### src/rtl/imem_controller.sv
// imem_controller: owns the single-port instruction array and arbitrates it
// between the host program-load port and the datapath fetch port.
//
// state  | meaning
// -------+---------------------------------------------------------------
// S_IDLE | no program loaded, waiting for first host word or start
// S_LOAD | at least one word loaded, further words accepted
// S_RUN  | datapath fetches granted for addresses below the word count
// S_DONE | last word fetched; waiting for re-run or clear
module imem_controller #(
    parameter int DW    = 32,
    parameter int AW    = 8,
    parameter int DEPTH = 256
) (
    input  logic          clk,
    input  logic          rst_n,
    input  logic          host_wr_valid,
    input  logic [DW-1:0] host_wr_data,
    output logic          host_wr_ready,
    input  logic          host_start,
    input  logic          host_clear,
    input  logic          fetch_req,
    input  logic [AW-1:0] fetch_addr,
    output logic          fetch_gnt,
    output logic          fetch_rvalid,
    output logic [DW-1:0] fetch_rdata,
    output logic          mem_cen,
    output logic          mem_gwen,
    output logic [DW-1:0] mem_wen,
    output logic [AW-1:0] mem_a,
    output logic [DW-1:0] mem_d,
    input  logic [DW-1:0] mem_q,
    output logic [AW:0]   instruction_count,
    output logic          busy,
    output logic          done,
    output logic          error
);

    typedef enum logic [1:0] {S_IDLE, S_LOAD, S_RUN, S_DONE} state_t;

    localparam logic [AW:0] DEPTH_C = (AW+1)'(DEPTH);

    state_t      state;
    state_t      state_nxt;
    logic [AW:0] count;
    logic [AW:0] count_after;
    logic        in_load;
    logic        wr_fire;
    logic        addr_ok;
    logic        overflow;
    logic        bad_fetch;
    logic        rvalid_q;
    logic        rlast_q;

    // Clear takes priority over every other host request, so it gates
    // acceptance of writes and grants of fetches in the same cycle.
    assign in_load       = (state == S_IDLE) || (state == S_LOAD);
    assign host_wr_ready = in_load && (count < DEPTH_C) && !host_clear;
    assign wr_fire       = host_wr_valid && host_wr_ready;
    assign addr_ok       = ({1'b0, fetch_addr} < count);
    assign fetch_gnt     = (state == S_RUN) && fetch_req && addr_ok && !host_clear;
    assign overflow      = in_load && host_wr_valid && (count == DEPTH_C) && !host_clear;
    assign bad_fetch     = (state == S_RUN) && fetch_req && !addr_ok && !host_clear;
    assign count_after   = wr_fire ? count + 1'b1 : count;

    assign fetch_rvalid      = rvalid_q;
    assign fetch_rdata       = mem_q;
    assign instruction_count = count;

    // Next-state decision; a write accepted alongside start counts toward
    // deciding whether there is anything to run.
    always_comb begin
        state_nxt = state;
        if (host_clear) begin
            state_nxt = S_IDLE;
        end else begin
            case (state)
                S_IDLE, S_LOAD: begin
                    if (host_start)
                        state_nxt = (count_after != '0) ? S_RUN : S_DONE;
                    else if (wr_fire)
                        state_nxt = S_LOAD;
                end
                S_RUN:   if (rvalid_q && rlast_q) state_nxt = S_DONE;
                S_DONE:  if (host_start) state_nxt = S_RUN;
                default: state_nxt = S_IDLE;
            endcase
        end
    end

    // State, count, sticky error, read-return pipeline and status flags.
    always_ff @(posedge clk or negedge rst_n) begin
        if (!rst_n) begin
            state    <= S_IDLE;
            count    <= '0;
            error    <= 1'b0;
            rvalid_q <= 1'b0;
            rlast_q  <= 1'b0;
            busy     <= 1'b0;
            done     <= 1'b0;
        end else begin
            state    <= state_nxt;
            busy     <= (state_nxt == S_RUN);
            done     <= (state_nxt == S_DONE);
            rvalid_q <= fetch_gnt;
            rlast_q  <= fetch_gnt && ({1'b0, fetch_addr} == count - 1'b1);
            if (host_clear) begin
                count <= '0;
                error <= 1'b0;
            end else begin
                count <= count_after;
                if (overflow || bad_fetch)
                    error <= 1'b1;
            end
        end
    end

    // Array port mux: host write, datapath read, or parked idle values.
    always_comb begin
        mem_cen  = 1'b1;
        mem_gwen = 1'b1;
        mem_wen  = '1;
        mem_a    = '0;
        mem_d    = '0;
        if (wr_fire) begin
            mem_cen  = 1'b0;
            mem_gwen = 1'b0;
            mem_wen  = '0;
            mem_a    = count[AW-1:0];
            mem_d    = host_wr_data;
        end else if (fetch_gnt) begin
            mem_cen = 1'b0;
            mem_a   = fetch_addr;
        end
    end

endmodule

### config.mk
export PLATFORM = sky130hd
export DESIGN_NAME = imem_controller
export DESIGN_NICKNAME = d
export VERILOG_FILES = /design/src/rtl/imem_controller.sv
export SDC_FILE = /design/constraint.sdc
export NUM_CORES = 1
export LEC_CHECK = 0
export BUFFER_PORTS_ARGS = -buffer_cell sky130_fd_sc_hd__buf_2
export CELL_PAD_IN_SITES_DETAIL_PLACEMENT = 2
export CELL_PAD_IN_SITES_GLOBAL_PLACEMENT = 2
export CORE_MARGIN = 4
export CORE_UTILIZATION = 16
export DETAILED_ROUTE_END_ITERATION = 10
export GPL_TIMING_DRIVEN = 1
export PLACE_DENSITY_LB_ADDON = 0.25
export SLEW_MARGIN = 20
export SYNTH_ARGS = -nofsm -noshare
export SYNTH_HDL_FRONTEND = slang
export SYNTH_SLANG_ARGS = --single-unit
export TNS_END_PERCENT = 10
### constraint.sdc
create_clock -name clk -period 2.41 [get_ports clk]
set_clock_uncertainty 0.1 [all_clocks]
set_input_delay 0.241 -clock clk [delete_from_list [all_inputs] [get_ports clk]]
set_output_delay 0.241 -clock clk [all_outputs]
set_load 0.01 [all_outputs]
After elaboration in Yosys (flattened, before gate mapping)
Index checks and enable logic that the tools add are counted.
Widths: inputs -> output; s select.
{"block": "classes", "n_addsub": 2, "mul": 0, "n_div": 0, "magnitude_cmp": 2, "n_eq_ne": 7, "shifts": 0, "mux": 18, "bitwise_logic": 0, "reduce_logical": 21}
{"op": "$mux 32", "n": 2}
{"op": "$mux 9", "n": 2}
{"op": "$mux 8", "n": 2}
{"op": "$logic_and 1x1->1", "n": 13}
{"op": "$mux 2", "n": 5}
{"op": "$add 9x1->9 const B", "n": 1}
{"op": "$eq 8x9->1", "n": 1}
{"op": "$eq 9x9->1 const B", "n": 1}
{"op": "$lt 8x9->1", "n": 1}
{"op": "$lt 9x9->1 const B", "n": 1}
{"op": "$reduce_bool 9->1", "n": 1}
{"op": "$sub 9x1->9 const B", "n": 1}
{"op": "$eq 2x2->1 const B", "n": 4}
{"op": "$mux 1", "n": 6}
{"op": "$pmux 2 s3", "n": 1}
{"op": "$eq 2x1->1 const B", "n": 1}
{"op": "$logic_not 1->1", "n": 2}
{"op": "$logic_not 2->1", "n": 1}
{"op": "$logic_or 1x1->1", "n": 2}
{"op": "$reduce_bool 2->1", "n": 1}
{"op": "$reduce_or 2->1", "n": 1}
{"block": "word_totals", "ff_bits": 16, "latchBits": 0, "ram_bits": 0, "mem_bits_ro": 0, "inputBits": 78, "memories": 0}

Depth between registers and ports, before layout
Gate-level depths: netlist (run 1).
{"block": "depth", "word_depth": 12, "depth_mapped": 9}

Least setup slack after synthesis (run 1)
OpenSTA, ideal clock, no wires.
{"block": "synth_timing", "path_type": "register to output", "start": "register count[6] (netlist: instruction_count[6])", "end": "output port mem_a[0]", "arrival_ps": 2288, "t_required_ps": 2069, "slack_ps": -219, "path_stages_with_launch": 10, "n_path_buf": 2, "path_cell_list": "dfrtp_1 clkbuf_1 inv_1 ha_1 a211oi_1 o21ai_0 a21oi_1 nor3b_1 clkbuf_1 a22o_1"}
{"block": "synth_between", "elab_chain_len": 5, "elab_cells_between_ends": 9}
{"element": "start: declaration", "line": "45", "text": "logic [AW:0] count;"}
{"element": "start signal: assignment", "line": "111", "text": "count <= count_after;"}
{"element": "$lt 8x9->1", "line": "60", "text": "assign addr_ok = ({1'b0, fetch_addr} < count);"}
{"element": "$logic_and 1x1->1 (2 in a row)", "line": "61", "text": "assign fetch_gnt = (state == S_RUN) && fetch_req && addr_ok && !host_clear;"}
{"element": "named net fetch_gnt", "line": "24", "text": "output logic fetch_gnt,"}
{"element": "$mux 8", "line": "131", "text": "end else if (fetch_gnt) begin"}
{"element": "$mux 8", "line": "125", "text": "if (wr_fire) begin"}
{"element": "end: declaration", "line": "30", "text": "output logic [AW-1:0] mem_a,"}
The timed path passes the listed nets, and every way through them passes these cells.

Worst setup path in the final report (run 1)
{"block": "layout_timing", "start": "register count[6] (netlist: instruction_count[6])", "end": "output port mem_a[1]"}
{"block": "layout_between", "elab_chain_len": 5, "elab_cells_between_ends": 9}
{"element": "$lt 8x9->1 or $lt 9x9->1 (tied branches)", "line": "60, 58"}
{"element": "$logic_and 1x1->1, on equally long branches (2 in a row)", "line": "61, 58"}
{"element": "$mux 8 or $logic_and 1x1->1 (tied branches)", "line": "131, 59"}
{"element": "$mux 8 *", "line": "125"}
Every way passes the cells marked *; elsewhere a longest branch is shown, timed or not.

==> impl_metrics.yaml, run 1 <==
status:
  status: "complete, but fails checks"
  violations: "setup timing"
critical_path:
  critPathMaxFanout: 6
  crit_slowest_cell: "dfrtp_1"
  start_kind: "register"
  path_buf_inv: 3
  cp_cell_sequence: "inv_2, ha_4, a211oi_2, o21ai_1, a21oi_2, nor3b_4, buf_6, a22o_1, buf_2"
  crit_type: "reg -> out"
  worst_setup_path_end_kind: "output pin"
  arrival_ps: 2110
  max_stage_delay_ps: 400
  cp.required_ps: 2070
  critical-path-top-delay-family: "compound AO/OA/AOI/OAI gates"
final_layout:
  fin_util_pct: 23.4
  fin_cells: 538
  final_nets: 455
  final_common_cell: "buf_2"
  final_cell_area_um2: 2980
  drive_gt1_share_pct: 53.8
  final_cell_mix: "133 x buf_2, 33 x and2_1, 28 x buf_4"
  antenna_cells: 0
  area_growth_pct: 40.7
yosys:
  ys_seq_elements: 16
  synth-main-ff-cell: "dfrtp_1"
  synth-edff-count: 0
  synth-async-reset-ratio_pct: 100
  syn_area_per_cell_um2: 7.82
  netlist_area_um2: 2120
  yosysWarnings: 0
  synthCells: 271
  syn_nets: 359
  seq_area_frac_synth_pct: 18.9
  synthDistinctLibCells: 43
clock_tree:
  cts-htree-levels: 1
  clk_pin_slew_ps: 60
  clock_latency_ps: 250
  cts_tree: "done"
  cts-root-buf: "clkbuf_16"
  clockBufferDepth: 2
  cts_made_buffers: 3
  clock_sinks: 16
global_route:
  grt_pass1_wl_mm: 13.2
  grt_overflow: 0
  antenna_found_initial: 0
  grt_max_degree: 43
  first_global_vias: 2425
  track_usage_pct: 11.0
power:
  finalPower_uw: 982
  p_per_area_nw_per_um2: 329
  leakage_nw: 1.53
  ir_worst_vdd_mv: 0.218
placed_design:
  io_buffer_count: 134
  dp_hpwl_mm: 6.76
  gp_congestion: 0.742
  dp_cells: 519
  placed_cell_area_um2: 2650
sta:
  rsz0062_at_grt: "true"
  slew-limit-headroom_pct: 72.0
  timing.fmax_mhz: 407
  setup_viol: 8
  hold_ws_ps: 178
  hold_violations: 0
  timing.final.ws_setup_ps: -45.7
  fin_crit_ps: 2460
  timing.final.max_slew_violations: 0
  final.period_utilization_pct: 102
  tightest_slew_ps: 417
die:
  start_util_pct: 16.6
  die_w_um: 123
  rows: 41
  die_area_um2: 15200
  core-area_um2: 12800
  io_pins: 199
  die_h_um: 123
drt:
  dr.pass1.iters: 4
  ant_nets: 0
  wl_per_cell_um: 16.1
  viasPerCell: 4.09
  drc: 0
  routed_wl_mm: 8.67
  dr.first_iter.drc_count: 98
  num_vias: 2198
flow_run:
  maxCapViolCount: 0
hold_path:
  worst_hold_path_type: "in -> reg"
[metrics by stage]
stage / setup TNS, ps / worst slack [ps]
finish: -164 / -45.7
global route: -1220 / -168
CTS: -674 / -96.0
detailed placement: 0 / 126
global placement: 0 / 128
floorplan: 0 / 0.491
[tightest hold or removal path, stage by stage]
cell	delay [ps]
buf_2	120
nor2_1	50
nor2_1	80
[synth_stat cells (2+ instances only)]
master	count	area share (%)
xor2_1	4	1.7
a41oi_1	2	0.83
inv_1	12	2.1
nand3_1	8	1.9
nor4_1	2	0.59
and2_1	33	9.7
nor3_1	4	0.94
and3_1	3	0.89
ha_1	10	5.9
nand4b_1	2	0.83
buf_2	4	0.94
buf_4	64	23
a21oi_1	6	1.4
mux2i_1	4	1.9
nand2_1	10	1.8
nand4_1	3	0.89
dfrtp_1	16	19
clkbuf_1	13	2.3
xnor2_1	14	5.8
a211oi_1	3	1.1
o21ai_0	5	1.2
a22o_1	8	3.3
nor2_1	21	3.7
[report_power, final]
group	internal [mW]	switching (mW)	total, mW	leakage (nW)
logic	0.157	0.168	0.325	1.27
registers	0.277	0.00695	0.284	0.219
clock network	0.253	0.121	0.374	0.0442
[layout make-up]
type	count	area, um^2
Inverter	12	45.0
Fill cell	1510	9790
Tap cell	172	215
Multi-Input combinational cell	161	1210
Sequential cell	16	400
Timing Repair Buffer	173	1030
Clock buffer	4	88.8
[logic make-up (layout without fill, tap and decap cells)]
kind of cell             after synthesis  count (layout)  share of synthesized area, %
XOR/XNOR                              18              18                          7.44
buffers and inverters                 94             189                          28.6
AO/OA/AOI/OAI                         33              33                          11.9
flip-flops                            16              16                          18.9
AND/OR/NAND/NOR                       96              96                          25.4
multiplexers                           4               4                          1.89
adder cells (fa/ha/maj)               10              10                          5.90
[final timing paths]
kind,from,endpoint,slack (ps),depth (start not counted)
min in group asynchronous,rst_n,busy,360,2
min reg2reg,error,error,390,1
max reg2reg,instruction_count[3],error,90,14
max in group asynchronous,rst_n,instruction_count[4],1550,2
min,host_start,state[1],180,3
max,instruction_count[6],mem_a[1],-50,9
[per-layer routing]
metal / GRT usage, % / up-vias / share of wire [%]
li1: - / 1029 / -
met1: 13.6 / 1045 / 42
met2: 19.1 / 114 / 48
met3: 3.20 / 10 / 8.8
met4: 2.21 / 0 / 0.70
met5: 0 / - / 0
[sequential cells by signal, summed over array words and instances (netlist names)]
register	count
state	2
rlast_q	1
instruction_count	9
done	1
fetch_rvalid	1
busy	1
error	1
[what timing repair did]
item | CTS | global route
gates cloned | 1 | 0
gates resized for setup | 8 | 25
pin swaps | 5 | 10
setup buffers | 9 | 6
setup endpoints to repair | 10 | 45
endpoints found under the hold margin | 16 | 0
hold buffers | 1 | 0
Power figures use the tool's default switching activity.
==> run 2: changes to the inputs <==
--- a/config.mk
+++ b/config.mk
@@ -13,6 +13,7 @@
 export DETAILED_ROUTE_END_ITERATION = 10
 export GPL_TIMING_DRIVEN = 1
 export PLACE_DENSITY_LB_ADDON = 0.25
+export SKIP_LAST_GASP = 1
 export SLEW_MARGIN = 20
 export SYNTH_ARGS = -nofsm -noshare
 export SYNTH_HDL_FRONTEND = slang
==> impl_metrics.yaml, run 2 (synthesized netlist as in run 1, its figures left out) <==
critical_path:
  max_stage_delay_ps: 610
  crit_slowest_cell: "nor4_1"
  timing.rr.start: "instruction_count[4]"
  cp_cell_sequence: "buf_4, buf_4, nor4_1, nand2_1, xnor2_1, nor4_1, o2111a_1"
  r2r_end: "rlast_q"
  cp.required_ps: 2500
  r2r_slack_ps: -30
  start_kind: "register"
  worst_setup_path_end_kind: "register"
  critPathMaxFanout: 10
  arrival_ps: 2530
  r2r_cells: 7
  crit_end: "rlast_q"
  crit_type: "reg -> reg"
  startpoint: "instruction_count[4]"
clock_tree:
  cts_tree: "done"
  clock_sinks: 16
  clockBufferDepth: 2
  cts_made_buffers: 3
  cts-htree-levels: 1
  clk_pin_slew_ps: 60
  clock_latency_ps: 250
  cts-root-buf: "clkbuf_16"
die:
  start_util_pct: 16.6
  die_w_um: 123
  die_area_um2: 15200
  core-area_um2: 12800
  rows: 41
  die_h_um: 123
  io_pins: 199
sta:
  hold_violations: 0
  finalSetupTns_ps: -42.4
  hold_ws_ps: 175
  slew-limit-headroom_pct: 54.3
  timing.final.ws_setup_ps: -28.7
  timing.final.max_slew_violations: 0
  timing.fmax_mhz: 410
  tightest_slew_ps: 679
  rsz0062_at_grt: "true"
  fin_crit_ps: 2440
  setup_viol: 2
  final.period_utilization_pct: 101
status:
  status: "complete, but fails checks"
  violations: "setup timing"
drt:
  dr.pass1.iters: 4
  num_vias: 2192
  viasPerCell: 4.07
  wl_per_cell_um: 16.1
  routed_wl_mm: 8.66
  ant_nets: 0
  drc: 0
  dr.first_iter.drc_count: 74
final_layout:
  antenna_cells: 0
  largest_reg_flops: 9
  num-fill-cells: 1511
  final_common_cell: "buf_2"
  fin_util_pct: 23.1
  final_cell_mix: "133 x buf_2, 34 x buf_4, 33 x and2_1"
  final_nets: 455
  drive_gt1_share_pct: 53.6
  area_growth_pct: 39.4
placed_design:
  gp_congestion: 0.742
  dp_hpwl_mm: 6.76
  io_buffer_count: 134
  pre_cts_slack_ps: 126
global_route:
  grt_max_degree: 43
  antenna_found_initial: 0
  first_global_vias: 2427
  grt_overflow: 0
  track_usage_pct: 11.0
  grt_pass1_wl_mm: 13.2
hold_path:
  hp-start: "host_start"
  worst_hold_path_type: "in -> reg"
power:
  ir_worst_vdd_mv: 0.218
  finalPower_uw: 976
  leakage_nw: 1.52
  p_per_area_nw_per_um2: 330
flow_run:
  maxCapViolCount: 0
==> run 2: cell counts in the layout (fill, tap and decap cells not counted) <==
No cell type changed its count.
==> run 2: worst min-delay path by stage <==
stage,endpoint,slack [ps],depth (start not counted)
2_1_floorplan,busy,-150,0
3_3_place_gp,busy,100,1
3_5_place_dp,done,100,1
4_1_cts,state[1],170,3
5_1_grt,state[1],190,3
6_report,state[1],180,3
==> run 2: worst max-delay path: cells and delay by family, from the launching register on <==
| kind | cells | cell delay, ps |
|---|---|---|
| AOI/OAI and AO/OA | 1 | 240 |
| DFF | 1 | 400 |
| xor gates and xnor gates | 1 | 180 |
| buffers and inverters | 2 | 310 |
| and+or+nand+nor | 3 | 1150 |
==> run 2: stage by stage <==
step                instances  cell area, um^2
finish                    538             2950
global route              538             2950
CTS                       534             2850
detailed placement        519             2650
global placement          519             2650
floorplan                 271             2120
==> run 2: layout make-up <==
class	count	area (um^2)	share of cell area (%)
Inverter	12	45.0	1.52
Timing Repair Buffer	173	1000	34.0
Sequential cell	16	400	13.6
Tap cell	172	215	7.29
Clock buffer	4	88.8	3.01
Multi-Input combinational cell	161	1200	40.6
==> run 2: report_power, final <==
part	switching [mW]	total (mW)	internal, mW
logic	0.166	0.318	0.152
clock network	0.122	0.375	0.253
registers	0.00683	0.283	0.277
total	0.295	0.976	0.681
==> run 2: routing by layer <==
layer	wire length (um)	GRT usage (%)	vias up
met5	0	0	-
met4	61	2.21	0
li1	-	-	1026
met2	4160	19.1	118
met3	819	3.20	10
met1	3620	13.6	1038
==> run 2: repair_timing <==
| action | in CTS | in global routing |
|---|---|---|
| hold buffers | 1 | 0 |
| gates cloned | 1 | 0 |
| hold endpoints to repair | 16 | 0 |
| setup endpoints to repair | 10 | 45 |
| buffers inserted | 9 | 6 |
| resized for setup | 8 | 18 |
| pin swaps | 3 | 10 |
==> run 3: changes to the inputs <==
--- a/config.mk
+++ b/config.mk
@@ -9,9 +9,9 @@
 export CELL_PAD_IN_SITES_DETAIL_PLACEMENT = 2
 export CELL_PAD_IN_SITES_GLOBAL_PLACEMENT = 2
 export CORE_MARGIN = 4
-export CORE_UTILIZATION = 16
+export CORE_UTILIZATION = 19
 export DETAILED_ROUTE_END_ITERATION = 10
-export GPL_TIMING_DRIVEN = 1
+export GPL_TIMING_DRIVEN = 0
 export PLACE_DENSITY_LB_ADDON = 0.25
 export SKIP_LAST_GASP = 1
 export SLEW_MARGIN = 20
==> constraint.sdc (replaced) <==
create_clock -name clk -period 2.9 [get_ports clk]
set_clock_uncertainty 0.1 [all_clocks]
set_input_delay 0.29 -clock clk [delete_from_list [all_inputs] [get_ports clk]]
set_output_delay 0.29 -clock clk [all_outputs]
set_load 0.01 [all_outputs]
==> impl_metrics.yaml, run 3 (synthesized netlist as in run 1, its figures left out) <==
drt:
  routed_wl_mm: 9.17
  dr.first_iter.drc_count: 44
  ant_nets: 0
  drc: 0
  viasPerCell: 4.23
  num_vias: 2453
  wl_per_cell_um: 15.8
  dr.pass1.iters: 4
final_layout:
  antenna_cells: 0
  final_common_cell: "buf_2"
  drive_gt1_share_pct: 58.6
  seq_area_um2: 405
  fin_cells: 580
  num-fill-cells: 1308
  final_nets: 529
  multiInputGateArea_um2: 1130
  largest_reg_flops: 9
  final_cell_area_um2: 3240
  final_cell_mix: "168 x buf_2, 69 x buf_4, 33 x and2_1"
  area_growth_pct: 53.0
global_route:
  track_usage_pct: 13.8
  grt_pass1_wl_mm: 14.5
  grt_overflow: 0
  antenna_found_initial: 0
  grt_max_degree: 19
  first_global_vias: 2742
power:
  ir_worst_vdd_mv: 0.146
  p_per_area_nw_per_um2: 239
  finalPower_uw: 775
  leakage_nw: 1.77
placed_design:
  placed_cell_area_um2: 3120
  gp_congestion: 0.750
  dp_cells: 576
  io_buffer_count: 165
  dp_hpwl_mm: 7.87
clock_tree:
  cts-root-buf: "clkbuf_8"
  clk_pin_slew_ps: 70
  cts-htree-levels: 1
  cts_tree: "done"
  clockBufferDepth: 2
  clock_sinks: 16
  clock_latency_ps: 250
  cts_made_buffers: 3
flow_run:
  maxCapViolCount: 0
critical_path:
  timing.rr.start: "instruction_count[0]"
  worst_setup_path_end_kind: "output pin"
  critPathMaxFanout: 8
  start_kind: "register"
  cp.required_ps: 2510
  arrival_ps: 2420
  r2r_end: "rlast_q"
  crit_type: "reg -> out"
  r2r_cells: 9
  r2r_slack_ps: 210
die:
  rows: 38
  core-area_um2: 10900
  start_util_pct: 19.5
  die_w_um: 114
  die_h_um: 114
  die_area_um2: 12900
  io_pins: 199
sta:
  fin_crit_ps: 2810
  setup_viol: 0
  timing.fmax_mhz: 355
  final.period_utilization_pct: 97.0
  hold_violations: 0
  timing.final.max_slew_violations: 0
  rsz0062_at_grt: "true"
  finalSetupTns_ps: 0
  tightest_slew_ps: 544
  slew-limit-headroom_pct: 63.4
hold_path:
  min_to: "busy"
  hp-start: "host_clear"
  worst_hold_path_type: "in -> reg"
  hold_path_depth: 2
status:
  status: "finished clean"
[run 3: repair_timing]
item / CTS / global route
hold buffers: 1 / 0
pin swaps: 1 / 0
gates cloned: 2 / 0
endpoints found under the hold margin: 16 / 0
gates resized for setup: 13 / 7
endpoints found under the setup margin: 44 / 11
buffers inserted: 3 / 0
[run 3: worst max path at each step]
stage | cells after the start | end | from | slack [ps]
after global placement | 10 | mem_a[6] | instruction_count[6] | -350
after CTS | 9 | mem_a[3] | instruction_count[7] | -30
after floorplan | 9 | mem_a[0] | instruction_count[6] | 220
final | 9 | mem_a[6] | instruction_count[6] | 90
after global routing | 9 | mem_a[6] | instruction_count[6] | -110
after detailed placement | 10 | mem_a[6] | instruction_count[6] | -390
[run 3: where the power goes]
part	total, mW	internal (mW)	leakage (nW)	switching [mW]
clock	0.205	0.121	0.0288	0.0847
sequential	0.236	0.229	0.212	0.00681
combinational	0.334	0.172	1.53	0.162
total	0.775	0.522	1.77	0.253
[run 3: layout make-up]
cell class / count / share of cell area [%]
Multi-Input combinational cell: 161 / 34.9
Timing Repair Buffer: 170 / 26.7
Buffer: 76 / 17.0
Sequential cell: 16 / 12.5
Tap cell: 140 / 5.40
Clock buffer: 4 / 1.70
Inverter: 12 / 1.51
Timing Repair inverter: 1 / 0.232
[run 3: stage by stage]
step	util (%)	worst slack (ps)	hold slack, ps
6_report	29.8	86.7	163
5_1_grt	29.8	-106	162
4_1_cts	29.7	-26.4	156
3_5_place_dp	28.7	-392	145
3_3_place_gp	28.7	-349	128
2_1_floorplan	-	222	-106
[run 3: routing by layer]
metal / wire length (um) / GRT usage [%] / vias up
met5: 0 / 0 / -
met4: 15 / 1.20 / 0
met3: 881 / 4.77 / 2
met2: 4730 / 25.1 / 109
met1: 3550 / 16.3 / 1167
li1: - / - / 1175
[run 3: critical path, cell delays in order (launching register included)]
cell      delay, ps
dfrtp_2         460
inv_2            90
ha_1            300
a211oi_1        200
o21ai_0         130
a21oi_2         180
nor3b_4         290
clkbuf_8        210
a22o_1          150
buf_2           130
